===== src/rtl/ham_pkg.sv =====
// Shared Hamming(17,12) definitions used by the encoder, the arbiter top and any future decoder.
package ham_pkg;

    localparam int DATA_W = 12;
    localparam int CODE_W = 17;

    typedef logic [DATA_W-1:0] data_t;
    typedef logic [CODE_W-1:0] code_t;

endpackage : ham_pkg


===== src/rtl/hamEncode125.sv =====
// Combinational Hamming encoder: 12 data bits, 5 parity bits, 17-bit codeword.
// Codeword position p (1-based) is OUT[p-1]. Parity sits at positions 1,2,4,8,16,
// data bits d0..d11 fill positions 3,5,6,7,9..15,17 in ascending order, and each
// parity bit is the XOR of every data position whose index shares that bit.
module hamEncode125
    import ham_pkg::*;
(
    input  data_t IN,
    output code_t OUT
);

    logic p1;
    logic p2;
    logic p4;
    logic p8;
    logic p16;

    assign p1  = IN[0] ^ IN[1] ^ IN[3] ^ IN[4] ^ IN[6] ^ IN[8] ^ IN[10] ^ IN[11];
    assign p2  = IN[0] ^ IN[2] ^ IN[3] ^ IN[5] ^ IN[6] ^ IN[9] ^ IN[10];
    assign p4  = IN[1] ^ IN[2] ^ IN[3] ^ IN[7] ^ IN[8] ^ IN[9] ^ IN[10];
    assign p8  = ^IN[10:4];
    assign p16 = IN[11];

    assign OUT = {IN[11], p16, IN[10:4], p8, IN[3:1], p4, IN[0], p2, p1};

endmodule : hamEncode125


===== src/rtl/rr_arbiter.sv =====
// Combinational round-robin arbiter. Requests at or above ptr are placed in the
// low half of a double-width vector and all requests in the high half, so the
// lowest set bit is the first requester at or after ptr, wrapping naturally.
module rr_arbiter #(
    parameter  int NREQ = 4,
    localparam int IDW  = $clog2(NREQ)
) (
    input  logic [NREQ-1:0] req,
    input  logic            en,
    input  logic [IDW-1:0]  ptr,
    output logic [NREQ-1:0] gnt,
    output logic [IDW-1:0]  gnt_idx
);

    logic [NREQ-1:0]   hi_mask;
    logic [2*NREQ-1:0] dbl;
    logic              found;

    // Thermometer mask selecting requesters at or above the pointer.
    always_comb begin
        hi_mask = '0;
        for (int i = 0; i < NREQ; i++) begin
            hi_mask[i] = (i >= int'(ptr));
        end
    end

    assign dbl = {req, req & hi_mask};

    // Lowest set bit of the double-width vector picks the winner; folded back modulo NREQ.
    always_comb begin
        // NOTE: every output of this block gets a default first, so no path can infer a latch.
        found   = 1'b0;
        gnt_idx = '0;
        gnt     = '0;
        for (int i = 0; i < 2 * NREQ; i++) begin
            if (dbl[i] && !found) begin
                found   = 1'b1;
                gnt_idx = IDW'(i % NREQ);
            end
        end
        if (en && found) begin
            gnt[gnt_idx] = 1'b1;
        end
    end

endmodule : rr_arbiter


===== src/rtl/ham_encode_arbiter.sv =====
// Shares one Hamming encoder among NREQ requesters: round-robin pick, encode,
// and park the codeword with its source ID in a one-entry output register.
module ham_encode_arbiter
    import ham_pkg::*;
#(
    parameter  int NREQ = 4,
    localparam int IDW  = $clog2(NREQ)
) (
    input  logic                   clk,
    input  logic                   resetn,
    input  logic [NREQ-1:0]        in_valid,
    input  logic [NREQ*DATA_W-1:0] in_data,
    output logic [NREQ-1:0]        in_ready,
    output logic                   out_valid,
    input  logic                   out_ready,
    output code_t                  out_code,
    output logic [IDW-1:0]         out_id,
    output logic [15:0]            word_cnt
);

    logic [IDW-1:0]  ptr;
    logic [IDW-1:0]  ptr_next;
    logic            adv;
    logic [NREQ-1:0] gnt;
    logic [IDW-1:0]  gnt_idx;
    logic            xfer;
    data_t           sel_data;
    code_t           enc_code;

    // The register can take a new word when it is empty or being drained this cycle.
    // Gating with resetn keeps every in_ready low while reset is held.
    assign adv = (!out_valid || out_ready) && resetn;

    rr_arbiter #(.NREQ(NREQ)) u_arb (
        .req     (in_valid),
        .en      (adv),
        .ptr     (ptr),
        .gnt     (gnt),
        .gnt_idx (gnt_idx)
    );

    assign in_ready = gnt;
    assign xfer     = |gnt;
    assign sel_data = in_data[int'(gnt_idx)*DATA_W +: DATA_W];
    assign ptr_next = (int'(gnt_idx) == NREQ - 1) ? '0 : gnt_idx + 1'b1;

    hamEncode125 u_enc (
        .IN  (sel_data),
        .OUT (enc_code)
    );

    // Output register and round-robin pointer: load on transfer, clear valid on a bare drain.
    always_ff @(posedge clk or negedge resetn) begin
        // NOTE: the word register is reset too, because out_code is visible and defined as 0 in reset.
        if (!resetn) begin
            out_valid <= 1'b0;
            out_code  <= '0;
            out_id    <= '0;
            ptr       <= '0;
        end else if (xfer) begin
            // NOTE: non-blocking assignments so every register samples pre-edge values.
            out_valid <= 1'b1;
            out_code  <= enc_code;
            out_id    <= gnt_idx;
            ptr       <= ptr_next;
        end else if (out_ready) begin
            out_valid <= 1'b0;
        end
    end

    // Delivered-codeword counter; wraps at 16 bits.
    always_ff @(posedge clk or negedge resetn) begin
        if (!resetn) begin
            word_cnt <= '0;
        end else if (out_valid && out_ready) begin
            word_cnt <= word_cnt + 1'b1;
        end
    end

endmodule : ham_encode_arbiter

===== config.mk =====
export PLATFORM = sky130hd
export DESIGN_NAME = ham_encode_arbiter
export DESIGN_NICKNAME = d
export VERILOG_FILES = /design/src/rtl/ham_pkg.sv /design/src/rtl/hamEncode125.sv /design/src/rtl/rr_arbiter.sv /design/src/rtl/ham_encode_arbiter.sv
export SDC_FILE = /design/constraint.sdc
export NUM_CORES = 1
export LEC_CHECK = 0
export BUFFER_PORTS_ARGS = -buffer_cell sky130_fd_sc_hd__buf_2
export CAP_MARGIN = 30
export CORE_MARGIN = 5
export CORE_UTILIZATION = 52
export DETAILED_ROUTE_END_ITERATION = 7
export PLACE_DENSITY = 0.84
export SLEW_MARGIN = 20
export SYNTH_ARGS = -nofsm -noshare
export SYNTH_HDL_FRONTEND = slang
export SYNTH_SLANG_ARGS = --single-unit
export TNS_END_PERCENT = 10

===== constraint.sdc =====
create_clock -name clk -period 8.8 [get_ports clk]
set_input_delay 1.32 -clock clk [delete_from_list [all_inputs] [get_ports clk]]
set_output_delay 1.32 -clock clk [all_outputs]
set_load 0.03 [all_outputs]

## After elaboration in Yosys (flattened, before gate mapping)

Cells that the tools add are included.

- Add/sub/neg operators: 2
- Multiply operators: 1
- $lt $le $gt $ge: 5
- Equality and inequality tests: 1
- Shift operators: 1
- Muxes and demuxes: 21
- Bitwise logic cells: 20
- Reduce and logical (&&, ||, !) cells: 23

Operators with widths:

| kind | number |
|---|---|
| 48-bit by 7-bit variable part select with 12-bit output | 1 |
| 1-bit XOR | 19 |
| 16-bit by 1-bit adder with 16-bit output (second input constant) | 1 |
| 2-bit 2-to-1 mux | 7 |
| 1-bit 2-to-1 mux | 12 |
| 1-bit logical AND | 11 |
| 1-bit logical NOT | 8 |
| 7-bit parity | 1 |
| 4-bit bitwise AND | 1 |
| 1-bit by 2-bit >= comparator with 1-bit output (first input constant) | 2 |
| 2-bit by 2-bit multiplier with 4-bit output (second input constant) | 1 |
| 4-bit 2-to-1 mux | 1 |
| 4-bit OR reduction | 1 |
| 2-bit by 3-bit less-than comparator with 1-bit output (second input constant) | 1 |
| 2-bit by 1-bit adder with 2-bit output (second input constant) | 1 |
| 1-bit demux with 2-bit select | 1 |
| 2-bit by 1-bit == test with 1-bit output (second input constant) | 1 |
| 2-bit by 1-bit >= comparator with 1-bit output (second input constant) | 1 |
| 2-bit >= comparator (first input constant) | 1 |
| 2-bit nonzero test | 1 |
| 1-bit logical OR | 1 |

- Register bits after elaboration: 37
- Input port bits: 55
- Output and inout bits: 40
- Logic and storage cells: 79

## Depth between registers and ports, before layout

Gate-level depths: netlist (run 1).

- Depth after elaboration: 33
- Gate-level depth with buffers: 10

## Hierarchy

Synthesis (run 1) repeated with hierarchy kept, for this count alone.

- Cell total of the unflattened synthesis: 170
- Area total of the unflattened synthesis: 2,304.7 µm²

Modules (own cells, without submodules):

| module | instances | cells an instance | area each (µm²) | sequential area each (µm²) |
|---|---|---|---|---|
| ham_encode_arbiter | 1 | 123 | 1,829.3 | 950.9 |
| hamEncode125 | 1 | 30 | 351.6 | 0.0 |
| rr_arbiter | 1 | 17 | 123.9 | 0.0 |

## Worst setup path after synthesis (run 1)

Ideal clock, no wire load.

- Path type: input to output
- Start: input port in_valid[2]
- End: output port in_ready[2]
- Arrival time: 2.534 ns
- Path slack: 4.946 ns
- Stages on the path: 7
- Path through: mux2i_1 o22ai_1 nor2_2 buf_4 inv_1 ha_1 and2_1

- Word-level cells in the longest chain between the ends: 23
- Elaborated cells between the ends (all ways): 31
- Those cells by class: order compare (2); mux (15); bitwise (1); reduce/logical (13)

RTL lines:

| what | RTL line | source |
|---|---|---|
| from (decl) | ham_encode_arbiter.sv:11 | `input logic [NREQ-1:0] in_valid,` |
| 4-bit bitwise AND | rr_arbiter.sv:27 | `assign dbl = {req, req & hi_mask};` |
| 1-bit logical AND | rr_arbiter.sv:36 | `if (dbl[i] && !found) begin` |
| 1-bit 2-to-1 mux | rr_arbiter.sv:36 |  |
| 1-bit logical NOT | rr_arbiter.sv:36 |  |
| 1-bit logical AND | rr_arbiter.sv:36 |  |
| 1-bit 2-to-1 mux | rr_arbiter.sv:36 |  |
| 1-bit logical NOT | rr_arbiter.sv:36 |  |
| 1-bit logical AND | rr_arbiter.sv:36 |  |
| (+8 left out) | n/a |  |
| 1-bit logical AND | rr_arbiter.sv:36 |  |
| 2-bit 2-to-1 mux (*) | rr_arbiter.sv:36 |  |
| net gnt_idx[0] | ham_encode_arbiter.sv:25 | `logic [IDW-1:0] gnt_idx;` |
| 2-bit by 3-bit less-than comparator with 1-bit output (implied by the code) / 2-bit by 1-bit >= comparator with 1-bit output (equally long branches) | rr_arbiter.sv:42 | `gnt[gnt_idx] = 1'b1;` |
| 1-bit logical AND (implied by the code) | rr_arbiter.sv:42 |  |
| 1-bit 2-to-1 mux (implied by the code) | rr_arbiter.sv:42 |  |
| 1-bit demux with 2-bit select (*) | n/a |  |
| 4-bit 2-to-1 mux (*) | rr_arbiter.sv:41 | `if (en && found) begin` |
| to (decl) | ham_encode_arbiter.sv:13 | `output logic [NREQ-1:0] in_ready,` |

The timed path passes the listed nets; every way through them passes the cells marked *.

## Worst setup path after layout (run 1)

- Start: input port in_valid[2]
- End: output port in_ready[2]

- Word-level cells in the longest chain between the ends: 23
- Elaborated cells between the ends (all ways): 31
- Those cells by class: order compare (2); mux (15); bitwise (1); reduce/logical (13)

RTL lines:

| what | RTL line |
|---|---|
| 4-bit bitwise AND | rr_arbiter.sv:27 |
| 1-bit logical AND | rr_arbiter.sv:36 |
| 1-bit 2-to-1 mux | rr_arbiter.sv:36 |
| 1-bit logical NOT | rr_arbiter.sv:36 |
| 1-bit logical AND | rr_arbiter.sv:36 |
| 1-bit 2-to-1 mux | rr_arbiter.sv:36 |
| 1-bit logical NOT | rr_arbiter.sv:36 |
| 1-bit logical AND | rr_arbiter.sv:36 |
| (+7 left out) | n/a |
| 1-bit logical NOT | rr_arbiter.sv:36 |
| 1-bit logical AND | rr_arbiter.sv:36 |
| 2-bit 2-to-1 mux | rr_arbiter.sv:36 |
| 2-bit by 3-bit less-than comparator with 1-bit output (implied by the code) / 2-bit by 1-bit >= comparator with 1-bit output (equally long branches) | rr_arbiter.sv:42 |
| 1-bit logical AND (implied by the code) | rr_arbiter.sv:42 |
| 1-bit 2-to-1 mux (implied by the code) | rr_arbiter.sv:42 |
| 1-bit demux with 2-bit select | n/a |
| 4-bit 2-to-1 mux (*) | rr_arbiter.sv:41 |

Every way passes the cells marked *; elsewhere a longest branch is shown, timed or not.

==> results of run 1 <==
registers in the layout, summed over array words and instances, names as in the netlist:
| name | cells |
|---|---|
| out_id | 2 |
| word_cnt | 16 |
| out_valid | 1 |
| out_code | 16 |
| ptr | 2 |
report_power, final:
part	leakage [nW]	total (mW)	internal [mW]	switching, mW
registers	0.468	0.276	0.232	0.0441
clock network	0.0443	0.116	0.0621	0.0544
logic	1.01	0.636	0.310	0.326
routing by layer:
metal  track usage (%)  wire (um)  vias to the layer above
met5                 0          0                        -
li1                  -          -                      874
met2              30.2       2350                       68
met3              6.99        515                        2
met1              21.1       2020                      859
met4              4.66         23                        0
worst max-delay path by stage:
stage	end	cells past startpoint	startpoint	slack [ns]
after floorplan	in_ready[2]	7	in_valid[2]	4.95
after global placement	in_ready[2]	8	in_valid[2]	4.40
after detailed placement	in_ready[2]	8	in_valid[2]	4.30
after CTS	in_ready[2]	8	in_valid[2]	4.30
after global routing	in_ready[2]	8	in_valid[2]	4.14
final	in_ready[2]	8	in_valid[2]	4.33
metrics by stage:
step | instance area (um2) | hold slack, ns
after global placement | 2750 | 0.458
final | 2860 | 0.473
after global routing | 2860 | 0.488
after floorplan | 2250 | 0.549
after detailed placement | 2750 | 0.459
after CTS | 2840 | 0.473
worst register-to-register path, delay by kind of cell (launching register included):
kind / cells / cell delay (ns)
multiplexers: 2 / 0.62
flip-flops: 1 / 0.45
adder cells (fa/ha/maj): 1 / 0.28
buffers and inverters: 2 / 0.56
AO/OA/AOI/OAI: 2 / 0.44
AND/OR/NAND/NOR: 1 / 0.65
synth_stat cells, types with 5 or more instances:
master,count,share of area [%]
nand2_1,23,3.8
xor2_1,5,1.9
dfrtp_1,37,41
o21ai_0,10,2.2
ha_1,5,2.8
and2_1,5,1.4
xnor2_1,14,5.5
nand3_1,7,1.6
mux2_2,17,8.5
mux2i_1,26,12
xnor3_1,6,6.0
nor2_1,6,1.0
cell type report:
| class | instances | area share (%) |
|---|---|---|
| Timing Repair Buffer | 97 | 17.7 |
| Tap cell | 52 | 2.28 |
| Inverter | 2 | 0.263 |
| Sequential cell | 37 | 32.4 |
| Clock buffer | 7 | 3.02 |
| Multi-Input combinational cell | 149 | 44.3 |
cell families after synthesis:
group	Yosys count	synth area share [%]
mux	43	20.1
simple gates	53	11.4
xor+xnor	28	16.3
fa+ha+maj	5	2.79
flops	37	41.2
compound gates	20	5.24
buf+inv	10	3.01
==> qor.csv, run 1 <==
stage;metric;value;unit
worst_setup_path;r2r_slack;5.70;ns
clock_tree;clk_latency;0.28;ns
place;dp_hpwl;3.84;mm
timing;rsz0062_at_grt;false;
timing;fin_crit_sh;50.8;%
place;gp_congestion;0.730;
yosys;syn_avg_cell_area;11.5;um2
worst_setup_path;cp_slowest_cell;nor2_2;
min_path;hold_start;word_cnt[15];
final_layout;mostFrequentLayoutCell;buf_2;
yosys;syn_nets;256;
clock_tree;cts_setup_buffers;0;
worst_setup_path;critical-path-top-delay-family;simple AND/OR/NAND/NOR gates;
yosys;synth-seq-cells;37;
timing;tightestPinTransition;0.810;ns
yosys;async_reset_ff_share;100;%
global_routing;grt_pass1_vias;1776;
worst_setup_path;r2r-start;ptr[1];
final_layout;antenna_cells;0;
routing;ant_nets;0;
power_and_ir_drop;power_density;360;nW/um2
yosys;synthDistinctLibCells;33;
final_layout;layout.cells.non_filler;344;
floorplan;pin_count;95;
clock_tree;cts_resized;0;
yosys;ys.flop_type;dfrtp_1;
global_routing;grt_use_total;17.8;%
floorplan;start_util;52.7;%
final_layout;final_cell_mix;buf_2 (94), dfrtp_1 (37), mux2i_1 (26);
global_routing;antenna_found_initial;0;
worst_setup_path;crit_fanout;17;
floorplan;rows;24;
routing;routed_via_density;5.24;
floorplan;die_width;75.7;um
power_and_ir_drop;p_leak;1.52;nW
place;dp.cells;336;
floorplan;core_region_area;4260;um2
clock_tree;root_buffer;clkbuf_8;
clock_tree;hold_buffers;0;
routing;vias;1803;
worst_setup_path;worstReg2RegEnd;out_code[8];
min_path;hold_depth;1;
power_and_ir_drop;peakVddDrop;0.191;mV
global_routing;grt_first_pass_wirelength;7.69;mm
yosys;synth-edff-count;0;
worst_setup_path;reg2reg_depth;8;
yosys;ys_seq_area_share;41.2;%
clock_tree;h-tree-depth;2;
routing;drcViolationCount;0;
clock_tree;cts_max_path_buffers;2;
yosys;synthesis.instances;196;
timing;tns;0;ns
worst_setup_path;cp_common_cell;buf_2;
worst_setup_path;path_class;input pin to primary output;
timing;finalHoldViolCount;0;
routing;wirelength;4.91;mm
routing;initialDrtViolationCount;38;
worst_setup_path;crit_buf_inv;3;
final_layout;seqCellArea;926;um2
final_layout;fillers;351;
clock_tree;cts_tree;built;
final_layout;multiInputGateArea;1270;um2
worst_setup_path;worstPathCellList;buf_2 -> mux2i_1 -> o22ai_1 -> nor2_2 -> inv_1 -> ha_1 -> and2_1 -> buf_2;
timing;slew_viol_final;0;
routing;drt_pass1_iterations;4;
place;place_ws;4.30;ns
final_layout;area_growth;27.2;%
yosys;ys_warn_count;0;
final_layout;nets;352;
final_layout;drive_above_1_share;43.2;%
job;cap_violations;0;
timing;max_freq;224;MHz
worst_setup_path;cp-end-kind;primary output;
worst_setup_path;crit_required;7.48;ns
timing;setup_violations;0;
power_and_ir_drop;power;1.03;mW
clock_tree;clkTransAtPathRegs;0.07;ns
floorplan;die-area;5730;um2
timing;slew_headroom;46.0;%
timing;final.min_clock_period;4.47;ns
worst_setup_path;crit_arrival;3.15;ns
run_status;status;complete, no violations;
floorplan;die_y;75.7;um
routing;wire_per_inst;14.3;um
min_path;worstHoldEndpoint;word_cnt[15];
worst_setup_path;slowest_delay;0.65;ns
global_routing;overflow;0;
min_path;hp-class;register to register;
timing;worst_slack;4.33;ns
yosys;synth.cell_area;2250;um2
clock_tree;numCtsBuffers;5;
worst_setup_path;cp-start-kind;input pin;
place;io_buffers;94;
timing;fin_worst_skew;0.00666;ns
final_layout;final_util;67.0;%
clock_tree;cts.sinks;37;
global_routing;grt_max_degree;39;
Power figures use the tool's default switching activity.
==> run 2, diff against run 1 <==
- ABC_AREA: not set -> 1
- CORE_UTILIZATION: 52 -> 47
- PLACE_DENSITY: 0.84 -> 0.75
- clock period: 8.8 -> 4.1 ns (I/O delays scaled with it)
==> qor.csv, run 2 <==
stage;metric;value;unit;change
worst_setup_path;r2r_slack;0.92;ns;was 5.70 ns
routing;drcViolationCount;0;;unchanged
power_and_ir_drop;p_leak;2.11;nW;was 1.52 nW
worst_setup_path;cp_common_cell;inv_1;;was buf_2
timing;slew_headroom;66.8;%;was 46.0%
power_and_ir_drop;power;2.58;mW;was 1.03 mW
job;cap_violations;0;;unchanged
yosys;synth_compound_area_share;4.00;%;was 5.24%
worst_setup_path;cp_slowest_cell;nand2_2;;was nor2_2
clock_tree;clkTransAtPathRegs;0.07;ns;about the same
clock_tree;cts_max_path_buffers;2;;unchanged
yosys;ys_warn_count;0;;unchanged
timing;final.min_clock_period;3.21;ns;
worst_setup_path;slowest_delay;0.44;ns;was 0.65 ns
clock_tree;cts_tree;built;;unchanged
timing;tightestPinTransition;0.498;ns;was 0.810 ns
floorplan;die_y;90.0;um;was 75.7 um
routing;initialDrtViolationCount;198;;was 38
clock_tree;cts_resized;0;;unchanged
final_layout;drive_above_1_share;20.4;%;was 43.2%
final_layout;layout.cells.non_filler;637;;was 344
worst_setup_path;worstPathCellList;inv_1 -> nand2_1 -> nand2_1 -> nor2_4 -> nand3_4 -> nand2_2 -> inv_1 -> ha_1 -> inv_1 -> nor2_1 -> buf_2;;was buf_2 -> mux2i_1 -> o22ai_1 -> nor2_2 -> inv_1 -> ha_1 -> and2_1 -> buf_2
yosys;async_reset_ff_share;100;%;unchanged
clock_tree;hold_buffers;0;;unchanged
final_layout;area_growth;17.4;%;was 27.2%
yosys;synth-edff-count;0;;unchanged
clock_tree;h-tree-depth;2;;unchanged
yosys;synth-seq-cells;37;;unchanged
global_routing;grt_use_total;19.5;%;was 17.8%
routing;wire_per_inst;12.1;um;was 14.3 um
timing;setup_violations;0;;unchanged
yosys;synth.area.mux_share;0;%;was 20.1%
power_and_ir_drop;power_density;733;nW/um2;was 360 nW/um2
yosys;ys_seq_area_share;30.8;%;was 41.2%
place;gp_congestion;0.841;;was 0.730
run_status;status;complete, no violations;;unchanged
final_layout;multiInputGateArea;1710;um2;was 1270 um2
worst_setup_path;cp-start-kind;register;;was input pin
yosys;ys.flop_type;dfrtp_1;;unchanged
global_routing;grt_max_degree;47;;was 39
worst_setup_path;reg2reg_depth;14;;was 8
clock_tree;cts.sinks;37;;unchanged
yosys;yosysTopAreaCell;dfrtp_1;;unchanged
worst_setup_path;crit_required;3.48;ns;was 7.48 ns
routing;routed_via_density;5.10;;was 5.24
timing;max_freq;312;MHz;
place;dp.cells;629;;was 336
yosys;synthDistinctLibCells;25;;was 33
final_layout;fillers;630;;was 351
floorplan;start_util;47.9;%;was 52.7%
global_routing;grt_first_pass_wirelength;13.6;mm;was 7.69 mm
yosys;syn_avg_cell_area;6.30;um2;was 11.5 um2
final_layout;antenna_cells;0;;unchanged
clock_tree;numCtsBuffers;5;;unchanged
timing;fin_crit_sh;78.3;%;
timing;rsz0062_at_grt;false;;unchanged
routing;drt_pass1_iterations;5;;was 4
yosys;yosys-top-cells-area;dfrtp_1 (31%), nand2_1 (22%), nand3_1 (17%), inv_1 (6.9%), xnor2_1 (2.6%);;was dfrtp_1 (41%), mux2i_1 (12%), mux2_2 (8.5%), xnor3_1 (6.0%), xnor2_1 (5.5%)
clock_tree;cts_setup_buffers;0;;unchanged
yosys;syn_nets;537;;was 256
global_routing;antenna_found_initial;0;;unchanged
global_routing;overflow;0;;unchanged
place;placed_area;3440;um2;was 2750 um2
yosys;synthesis.instances;477;;was 196
yosys;synthAdderAreaFrac;2.08;%;was 2.79%
worst_setup_path;cp-end-kind;primary output;;unchanged
yosys;netlist_top_cells_count;nand2_1 (180), nand3_1 (104), inv_1 (55);;was dfrtp_1 (37), mux2i_1 (26), nand2_1 (23)
timing;tns;0;ns;unchanged
place;io_buffers;94;;unchanged
final_layout;nets;619;;was 352
yosys;synth.most_common_cell;nand2_1;;was dfrtp_1
place;dp_hpwl;6.11;mm;was 3.84 mm
final_layout;fin_area;3530;um2;was 2860 um2
timing;fin_worst_skew;0.00610;ns;was 0.00666 ns
yosys;synthXorXnorAreaFrac;4.08;%;was 16.3%
power_and_ir_drop;peakVddDrop;0.396;mV;was 0.191 mV
routing;vias;3247;;was 1803
final_layout;largest_registers;out_code: 16 flops, word_cnt: 16 flops;;unchanged
yosys;synth.cell_area;3000;um2;was 2250 um2
floorplan;rows;29;;was 24
routing;wirelength;7.73;mm;was 4.91 mm
floorplan;die-area;8090;um2;was 5730 um2
floorplan;die_width;90.0;um;was 75.7 um
worst_setup_path;crit_fanout;46;;was 17
routing;ant_nets;0;;unchanged
floorplan;core_region_area;6280;um2;was 4260 um2
yosys;synth_top_family_by_area;simple AND/OR/NAND/NOR gates;;was multiplexers
clock_tree;root_buffer;clkbuf_8;;unchanged
final_layout;mostFrequentLayoutCell;nand2_1;;was buf_2
yosys;yosys.area_share.simple;46.7;%;was 11.4%
clock_tree;clk_latency;0.28;ns;about the same
worst_setup_path;crit_arrival;2.59;ns;was 3.15 ns
final_layout;seqCellArea;926;um2;unchanged
global_routing;grt_pass1_vias;3028;;was 1776
timing;slew_viol_final;0;;unchanged
floorplan;pin_count;95;;unchanged
timing;finalHoldViolCount;0;;unchanged
worst_setup_path;path_class;register to primary output;;was input pin to primary output
yosys;yosysTopAreaCellShare;30.8;%;was 41.2%
min_path;hp-class;input pin to async pin;;was register to register
final_layout;final_cell_mix;nand2_1 (180), nand3_1 (104), buf_2 (94);;was buf_2 (94), dfrtp_1 (37), mux2i_1 (26)
==> run 2: cell count changes in the layout (fill, tap and decap cells not counted), sizes merged, moves of 3 or more <==
| cell | change |
|---|---|
| nand3 | +98 |
| o21ai | +6 |
| xnor2 | -6 |
| nor2 | +8 |
| xnor3 | -7 |
| inv | +55 |
| mux2i | -26 |
| nand2 | +163 |
| nand2b | -3 |
| and2 | -5 |
| mux2 | -17 |
| nand3b | +8 |
==> run 2: cell families (layout without fill, tap and decap cells) <==
logic type,count (synthesis),after routing
AND/OR/NAND/NOR,319,319
buffers and inverters,80,163
flip-flops,37,37
AO/OA/AOI/OAI,22,22
XOR/XNOR,14,14
adder cells (fa/ha/maj),5,5
==> run 2: worst paths after layout <==
path	from	end
hold / removal	resetn	out_valid
setup / recovery	ptr[1]	in_ready[2]
setup reg to reg	ptr[1]	out_valid
max in group asynchronous	resetn	word_cnt[3]
hold reg to reg	word_cnt[15]	word_cnt[15]
min in group clk	word_cnt[15]	word_cnt[15]
==> run 2: power breakdown <==
group          internal, mW  switching, mW
clock                 0.120          0.121
combinational         0.532           1.22
sequential            0.499         0.0946
==> run 2: through the flow <==
stage | utilization (%) | setup slack [ns] | hold slack (ns)
after floorplan | - | 1.37 | 0.319
after global placement | 54.8 | 0.792 | 0.457
after detailed placement | 54.8 | 0.702 | 0.457
after CTS | 56.2 | 0.879 | 0.435
after global routing | 56.2 | 0.573 | 0.479
final | 56.2 | 0.891 | 0.432
==> run 2: cell type report <==
cell class	instances	area share, %
repair buffers	97	14.0
flip-flops and latches	37	26.3
multi-input cells	360	48.5
well taps	77	2.73
clock inverters	1	0.213
clock buffers	7	2.16
inverters	58	6.17
==> run 2: worst max-delay path: cells and delay by family, from the launching register on <==
family | cells | cell delay [ns]
flip-flops | 1 | 0.42
adder cells (fa/ha/maj) | 1 | 0.22
buffers and inverters | 4 | 0.48
AND/OR/NAND/NOR | 6 | 1.20
==> run 2: layer usage <==
metal  vias up  track usage [%]  share of wire (%)
met4         0             5.96                1.3
li1       1673                -                  -
met2       115             30.6                 44
met1      1450             26.9                 47
met5         -                0                  0
met3         9             4.09                7.8
